==> src/rtl/fetch_queue_if.sv <==
// Fetch front-end bundle: redirect input, ROM port and decode handshake.
// master = fetch_queue side, slave = core/ROM side.
interface fetch_queue_if #(
   parameter int ADDR_W = 6
);
   logic              redirect_valid;
   logic [31:0]       redirect_pc;
   logic              rom_en;
   logic [ADDR_W-1:0] rom_addr;
   logic [31:0]       rom_douta;
   logic              inst_valid;
   logic              inst_ready;
   logic [31:0]       inst;
   logic [31:0]       inst_pc;

   modport master (
      input  redirect_valid, redirect_pc, rom_douta, inst_ready,
      output rom_en, rom_addr, inst_valid, inst, inst_pc
   );

   modport slave (
      output redirect_valid, redirect_pc, rom_douta, inst_ready,
      input  rom_en, rom_addr, inst_valid, inst, inst_pc
   );
endinterface

==> src/rtl/fetch_queue.sv <==
// RV32I fetch front end: PC, sync-ROM request and DEPTH-entry prefetch queue.
// Redirect flushes the queue and restarts fetch at the new PC.
module fetch_queue #(
   parameter int          ADDR_W   = 6,
   parameter int          DEPTH    = 4,
   parameter logic [31:0] RESET_PC = 32'h0000_0000
) (
   input  logic          clka,
   input  logic          rst_n,
   fetch_queue_if.master bus
);
   localparam int PW = $clog2(DEPTH);
   localparam int CW = PW + 1;
   localparam logic [CW:0] DEPTH_C = (CW + 1)'(DEPTH);

   typedef struct packed {
      logic [31:0] pc;
      logic [31:0] inst;
   } entry_t;

   entry_t      mem [DEPTH];
   logic [PW-1:0] rd_ptr;
   logic [PW-1:0] wr_ptr;
   logic [CW-1:0] count;
   logic [31:0] fetch_pc;
   logic [31:0] inflight_pc;
   logic        inflight;

   logic        pop;
   logic        push;
   logic        issue;
   logic [CW:0] occ;

   assign bus.inst_valid = (count != '0) & ~bus.redirect_valid;
   assign pop  = bus.inst_valid & bus.inst_ready;
   assign push = inflight & ~bus.redirect_valid;

   // Credit: queued + in flight, after this cycle's pop, must leave room.
   assign occ = {1'b0, count}
              + {{CW{1'b0}}, inflight}
              - {{CW{1'b0}}, pop};
   assign issue = rst_n & ~bus.redirect_valid & (occ < DEPTH_C);

   assign bus.rom_en   = issue;
   assign bus.rom_addr = fetch_pc[ADDR_W+1:2];
   assign bus.inst     = mem[rd_ptr].inst;
   assign bus.inst_pc  = mem[rd_ptr].pc;

   always_ff @(posedge clka or negedge rst_n) begin
      if (!rst_n) begin
         fetch_pc    <= RESET_PC;
         inflight    <= 1'b0;
         inflight_pc <= '0;
         rd_ptr      <= '0;
         wr_ptr      <= '0;
         count       <= '0;
         for (int i = 0; i < DEPTH; i++) begin
            mem[i] <= '0;
         end
      end else if (bus.redirect_valid) begin
         fetch_pc <= {bus.redirect_pc[31:2], 2'b00};
         inflight <= 1'b0;
         rd_ptr   <= '0;
         wr_ptr   <= '0;
         count    <= '0;
      end else begin
         inflight <= issue;
         if (issue) begin
            inflight_pc <= fetch_pc;
            fetch_pc    <= fetch_pc + 32'd4;
         end
         if (push) begin
            mem[wr_ptr] <= '{pc: inflight_pc, inst: bus.rom_douta};
            wr_ptr      <= wr_ptr + 1'b1;
         end
         if (pop) begin
            rd_ptr <= rd_ptr + 1'b1;
         end
         count <= count + CW'(push) - CW'(pop);
      end
   end
endmodule

==> src/flat_wrapper.sv <==
// flat-port wrapper written by rule: the top's interface ports become plain ports
module fetch_queue_flat 
#(
   parameter int          ADDR_W   = 6,
   parameter int          DEPTH    = 4,
   parameter logic [31:0] RESET_PC = 32'h0000_0000
)
  (clka, rst_n, bus_redirect_valid, bus_redirect_pc, bus_rom_douta, bus_inst_ready, bus_rom_en, bus_rom_addr, bus_inst_valid, bus_inst, bus_inst_pc);
  fetch_queue_if #(.ADDR_W(ADDR_W)) bus_i ();
  input  logic clka;
  input  logic rst_n;
  input wire logic [$bits(bus_i.redirect_valid)-1:0] bus_redirect_valid;
  input wire logic [$bits(bus_i.redirect_pc)-1:0] bus_redirect_pc;
  input wire logic [$bits(bus_i.rom_douta)-1:0] bus_rom_douta;
  input wire logic [$bits(bus_i.inst_ready)-1:0] bus_inst_ready;
  output wire logic [$bits(bus_i.rom_en)-1:0] bus_rom_en;
  output wire logic [$bits(bus_i.rom_addr)-1:0] bus_rom_addr;
  output wire logic [$bits(bus_i.inst_valid)-1:0] bus_inst_valid;
  output wire logic [$bits(bus_i.inst)-1:0] bus_inst;
  output wire logic [$bits(bus_i.inst_pc)-1:0] bus_inst_pc;
  assign bus_i.redirect_valid = bus_redirect_valid;
  assign bus_i.redirect_pc = bus_redirect_pc;
  assign bus_i.rom_douta = bus_rom_douta;
  assign bus_i.inst_ready = bus_inst_ready;
  assign bus_rom_en = bus_i.rom_en;
  assign bus_rom_addr = bus_i.rom_addr;
  assign bus_inst_valid = bus_i.inst_valid;
  assign bus_inst = bus_i.inst;
  assign bus_inst_pc = bus_i.inst_pc;
  fetch_queue #(.ADDR_W(ADDR_W), .DEPTH(DEPTH), .RESET_PC(RESET_PC)) u_core (.clka(clka), .rst_n(rst_n), .bus(bus_i));
endmodule
==> config.mk <==
export PLATFORM = sky130hd
export DESIGN_NAME = fetch_queue_flat
export DESIGN_NICKNAME = d
export VERILOG_FILES = /design/src/rtl/fetch_queue_if.sv /design/src/rtl/fetch_queue.sv /design/src/flat_wrapper.sv
export SDC_FILE = /design/constraint.sdc
export NUM_CORES = 1
export LEC_CHECK = 0
export CORE_ASPECT_RATIO = 1.25
export CORE_MARGIN = 2
export CORE_UTILIZATION = 25
export CTS_CLUSTER_DIAMETER = 50
export DETAILED_ROUTE_END_ITERATION = 12
export HOLD_SLACK_MARGIN = 0.12
export PLACE_DENSITY = 0.46
export SLEW_MARGIN = 20
export SYNTH_ARGS = -nofsm -noshare
export SYNTH_HDL_FRONTEND = slang
export SYNTH_SLANG_ARGS = --single-unit
==> constraint.sdc <==
create_clock -name clka -period 4.59 [get_ports clka]
set_input_delay 0.6885 -clock clka [delete_from_list [all_inputs] [get_ports clka]]
set_output_delay 0.6885 -clock clka [all_outputs]
set_load 0.05 [all_outputs]
==> run summary <==
Pwr Density -> 685 nW/um^2
RePlAce Congestion -> 0.699
Final Hold Viols -> 0
Worst Setup Path Type -> reg2out
Post-synth EDFFs -> 0
Seq/Total Area, Yosys -> 56.0%
Leak -> 7.73 nW
instance count of the mapped netlist -> 928
# clock sinks -> 316
DR vias -> 8342
CTS clk-pin slew, worst paths -> 0.05 ns
final setup fails -> 0
Post-DP HPWL -> 22100 um
CTS tree -> built
register bit total from synthesis -> 316
Inserted Clock Buffers -> 43
TritonRoute pass-1 iters -> 4
P_sw -> 4.51 mW
CTS HTree Levels -> 2
Remaining Overflow, GRT -> 0
Tcrit/Tclk final -> 89.4%
# diodes -> 0
Mean Syn Cell Area -> 15.2 sq um
routed length per placed instance -> 19.0 um
initial antenna violation count -> 0
worst endpoint required time -> 3.90 ns
Max Clock Freq -> 244 MHz
HP Class -> reg2reg
Yosys top cell area share -> 56.0%
fin. max-slew vios -> 0
Fin Hold WS -> 0.496 ns
CP Capture Type -> primary output
Setup Skew -> 0.0363 ns
Internal Dissipation -> 7.66 mW
io pins -> 140
most common cell in the netlist -> dfrtp_1
Clk Latency, worst-skew pair -> 0.58 ns
fin cells -> 1836
top post-synthesis cells by count -> dfrtp_1, mux2_2, mux4_2
DIE HEIGHT -> 270 um
CP max FO -> 4
largest net degree at the start of global routing -> 81
clock network fraction of total power -> 27.1%
Routed Antenna Nets -> 0
post-route setup TNS -> 0 ns
vias in the first global route -> 9208
synth unique cells -> 52
clock buffer depth -> 3
nets -> 1144
Post-Route WL -> 34900 um
Comb pwr share -> 38.3%
P&R area growth vs syn -> 25.9%
top post-synthesis cells by area -> dfrtp_1, mux2_2, mux4_2
max-cap viol count -> 0
Core Region -> 55900 sq um
# placed instances -> 1762
VDD IR max -> 431 uV
synthesized area -> 14100 sq um
DRC Markers -> 0
Final Critical Period -> 4.10 ns
layout cells sized above 1 -> 38.1%
cts repair resizes -> 0
Buffers on Ports -> 135
Async SR Flop Fraction -> 100%
Arrival @ worst endpoint -> 3.42 ns
total track usage -> 12.2%
Starting Density -> 25.2%
Synth warnings -> 0
Synth Flop Type -> dfrtp_1
Die ar. -> 58400 sq um
First DRT Iteration DRCs -> 360
Avg Vias per Cell -> 4.54
Final Total Pwr -> 12.2 mW
Slew @ Worst Pin -> 0.903 ns
post-synth top area cell -> dfrtp_1
relative slew slack -> 39.8%
switch share -> 37.0%
run status -> finished, final reports clean
Die Wd -> 217 um
unrepaired setup endpoints after global routing -> false
global-route wire length before repair -> 55400 um
Reg power frac -> 34.6%
FP Rows -> 97
Final Core Density -> 31.8%
crit path launch type -> register
Root Buffer -> clkbuf_16
per-stage QoR:
| stage | setup WS (ns) | area, sq um |
|---|---|---|
| after floorplan | 0.679 | 14100 |
| after global placement | 0.652 | 16400 |
| after detailed placement | 0.598 | 16400 |
| after CTS | 0.406 | 17800 |
| after global routing | 0.290 | 17800 |
| final | 0.485 | 17800 |
path summary, 6_finish.rpt:
path / startpoint / to / slack [ns] / cells past startpoint
worst max-delay path: u_core.count[1]$_DFF_PN0_ / bus_rom_en / 0.49 / 10
min in group asynchronous: rst_n / u_core.mem[74]$_DFFE_PN0P_ / 0.63 / 2
max in group asynchronous: rst_n / u_core.mem[50]$_DFFE_PN0P_ / 1.88 / 4
worst max register to register: u_core.count[1]$_DFF_PN0_ / u_core.inflight_pc[4]$_DFFE_PN0P_ / 1.05 / 11
worst min-delay path: u_core.mem[226]$_DFFE_PN0P_ / u_core.mem[226]$_DFFE_PN0P_ / 0.50 / 1
worst min register to register: u_core.mem[226]$_DFFE_PN0P_ / u_core.mem[226]$_DFFE_PN0P_ / 0.50 / 1
logic make-up (layout without fill, tap and decap cells):
family / count (synthesis) / count (layout) / synth area share [%]
muxes: 344 / 344 / 32.4
DFF: 316 / 316 / 56.0
and+or+nand+nor: 98 / 98 / 3.75
buffers and inverters: 75 / 240 / 2.35
AOI/OAI and AO/OA: 60 / 60 / 3.04
xor gates and xnor gates: 24 / 24 / 1.49
adders and majority gates: 10 / 10 / 0.940
other: 1 / 2 / 0.0266
power groups by stage:
stage	combinational [mW]	clock (mW)	sequential (mW)
6_report	4.66	3.30	4.21
5_1_grt	4.95	3.54	4.35
4_1_cts	4.76	3.43	4.23
3_5_place_dp	4.75	0	4.28
3_3_place_gp	4.71	0	4.25
2_1_floorplan	3.45	0	3.98
layer usage:
metal / global-route usage [%] / up-vias / part of all wire [%] / wire [um]
met1: 15.3 / 4419 / 43 / 15100
met4: 4.36 / 0 / 2.5 / 879
met5: 0 / - / 0 / 0
li1: - / 3714 / - / -
met2: 20.6 / 150 / 49 / 17200
met3: 2.92 / 59 / 4.9 / 1710
layout by cell type, fill, tap and decap left out, drive strengths merged, types with 4 or more instances in the layout:
cell / Yosys / layout
o2111ai: 8 / 8
dfrtp: 316 / 316
o21ai: 25 / 25
xnor2: 10 / 10
mux4: 62 / 62
buf: 21 / 21
or4: 4 / 4
nor2: 15 / 15
or3: 5 / 5
ha: 9 / 9
clkbuf: 41 / 54
xor2: 14 / 14
nor3: 4 / 4
nor4: 5 / 5
nor2b: 6 / 6
nand4: 6 / 6
a2111oi: 4 / 4
inv: 12 / 16
clkinv: 1 / 10
clkdlybuf4s50: 0 / 132
nand2: 32 / 32
a31oi: 6 / 6
mux2: 280 / 280
o211ai: 7 / 7
nand3: 6 / 6
area by class of cell:
| cell class | count | area (sq um) |
|---|---|---|
| clock buffer | 54 | 1170 |
| inverter | 13 | 48.8 |
| multi-input combinational | 538 | 5920 |
| tap | 742 | 928 |
| sequential | 316 | 7920 |
| clock inverter | 19 | 239 |
| fill | 5545 | 38200 |
| timing repair buffer | 154 | 1560 |
flip-flops by register name, indices dropped and copies added (netlist names):
register,flops
u_core.inflight_pc,30
u_core.rd_ptr,2
u_core.wr_ptr,2
u_core.inflight,1
u_core.mem,248
u_core.fetch_pc,30
u_core.count,3
critical path, stage by stage, from the launching register on:
cell and delay, ns:
dfrtp_1 0.43, nor3_1 0.31, nand2b_1 0.20, nor2_1 0.05, ha_1 0.21, inv_1 0.06
ha_1 0.21, and3b_4 0.19, or4_1 0.57, a211oi_4 0.41, buf_12 0.19
repair_timing:
| action | CTS | global route |
|---|---|---|
| buffers inserted | 0 | 0 |
| hold buffers | 1 | 0 |
| endpoints found under the hold margin | 43 | 0 |
No activity file was read; power rests on OpenSTA's default activity.
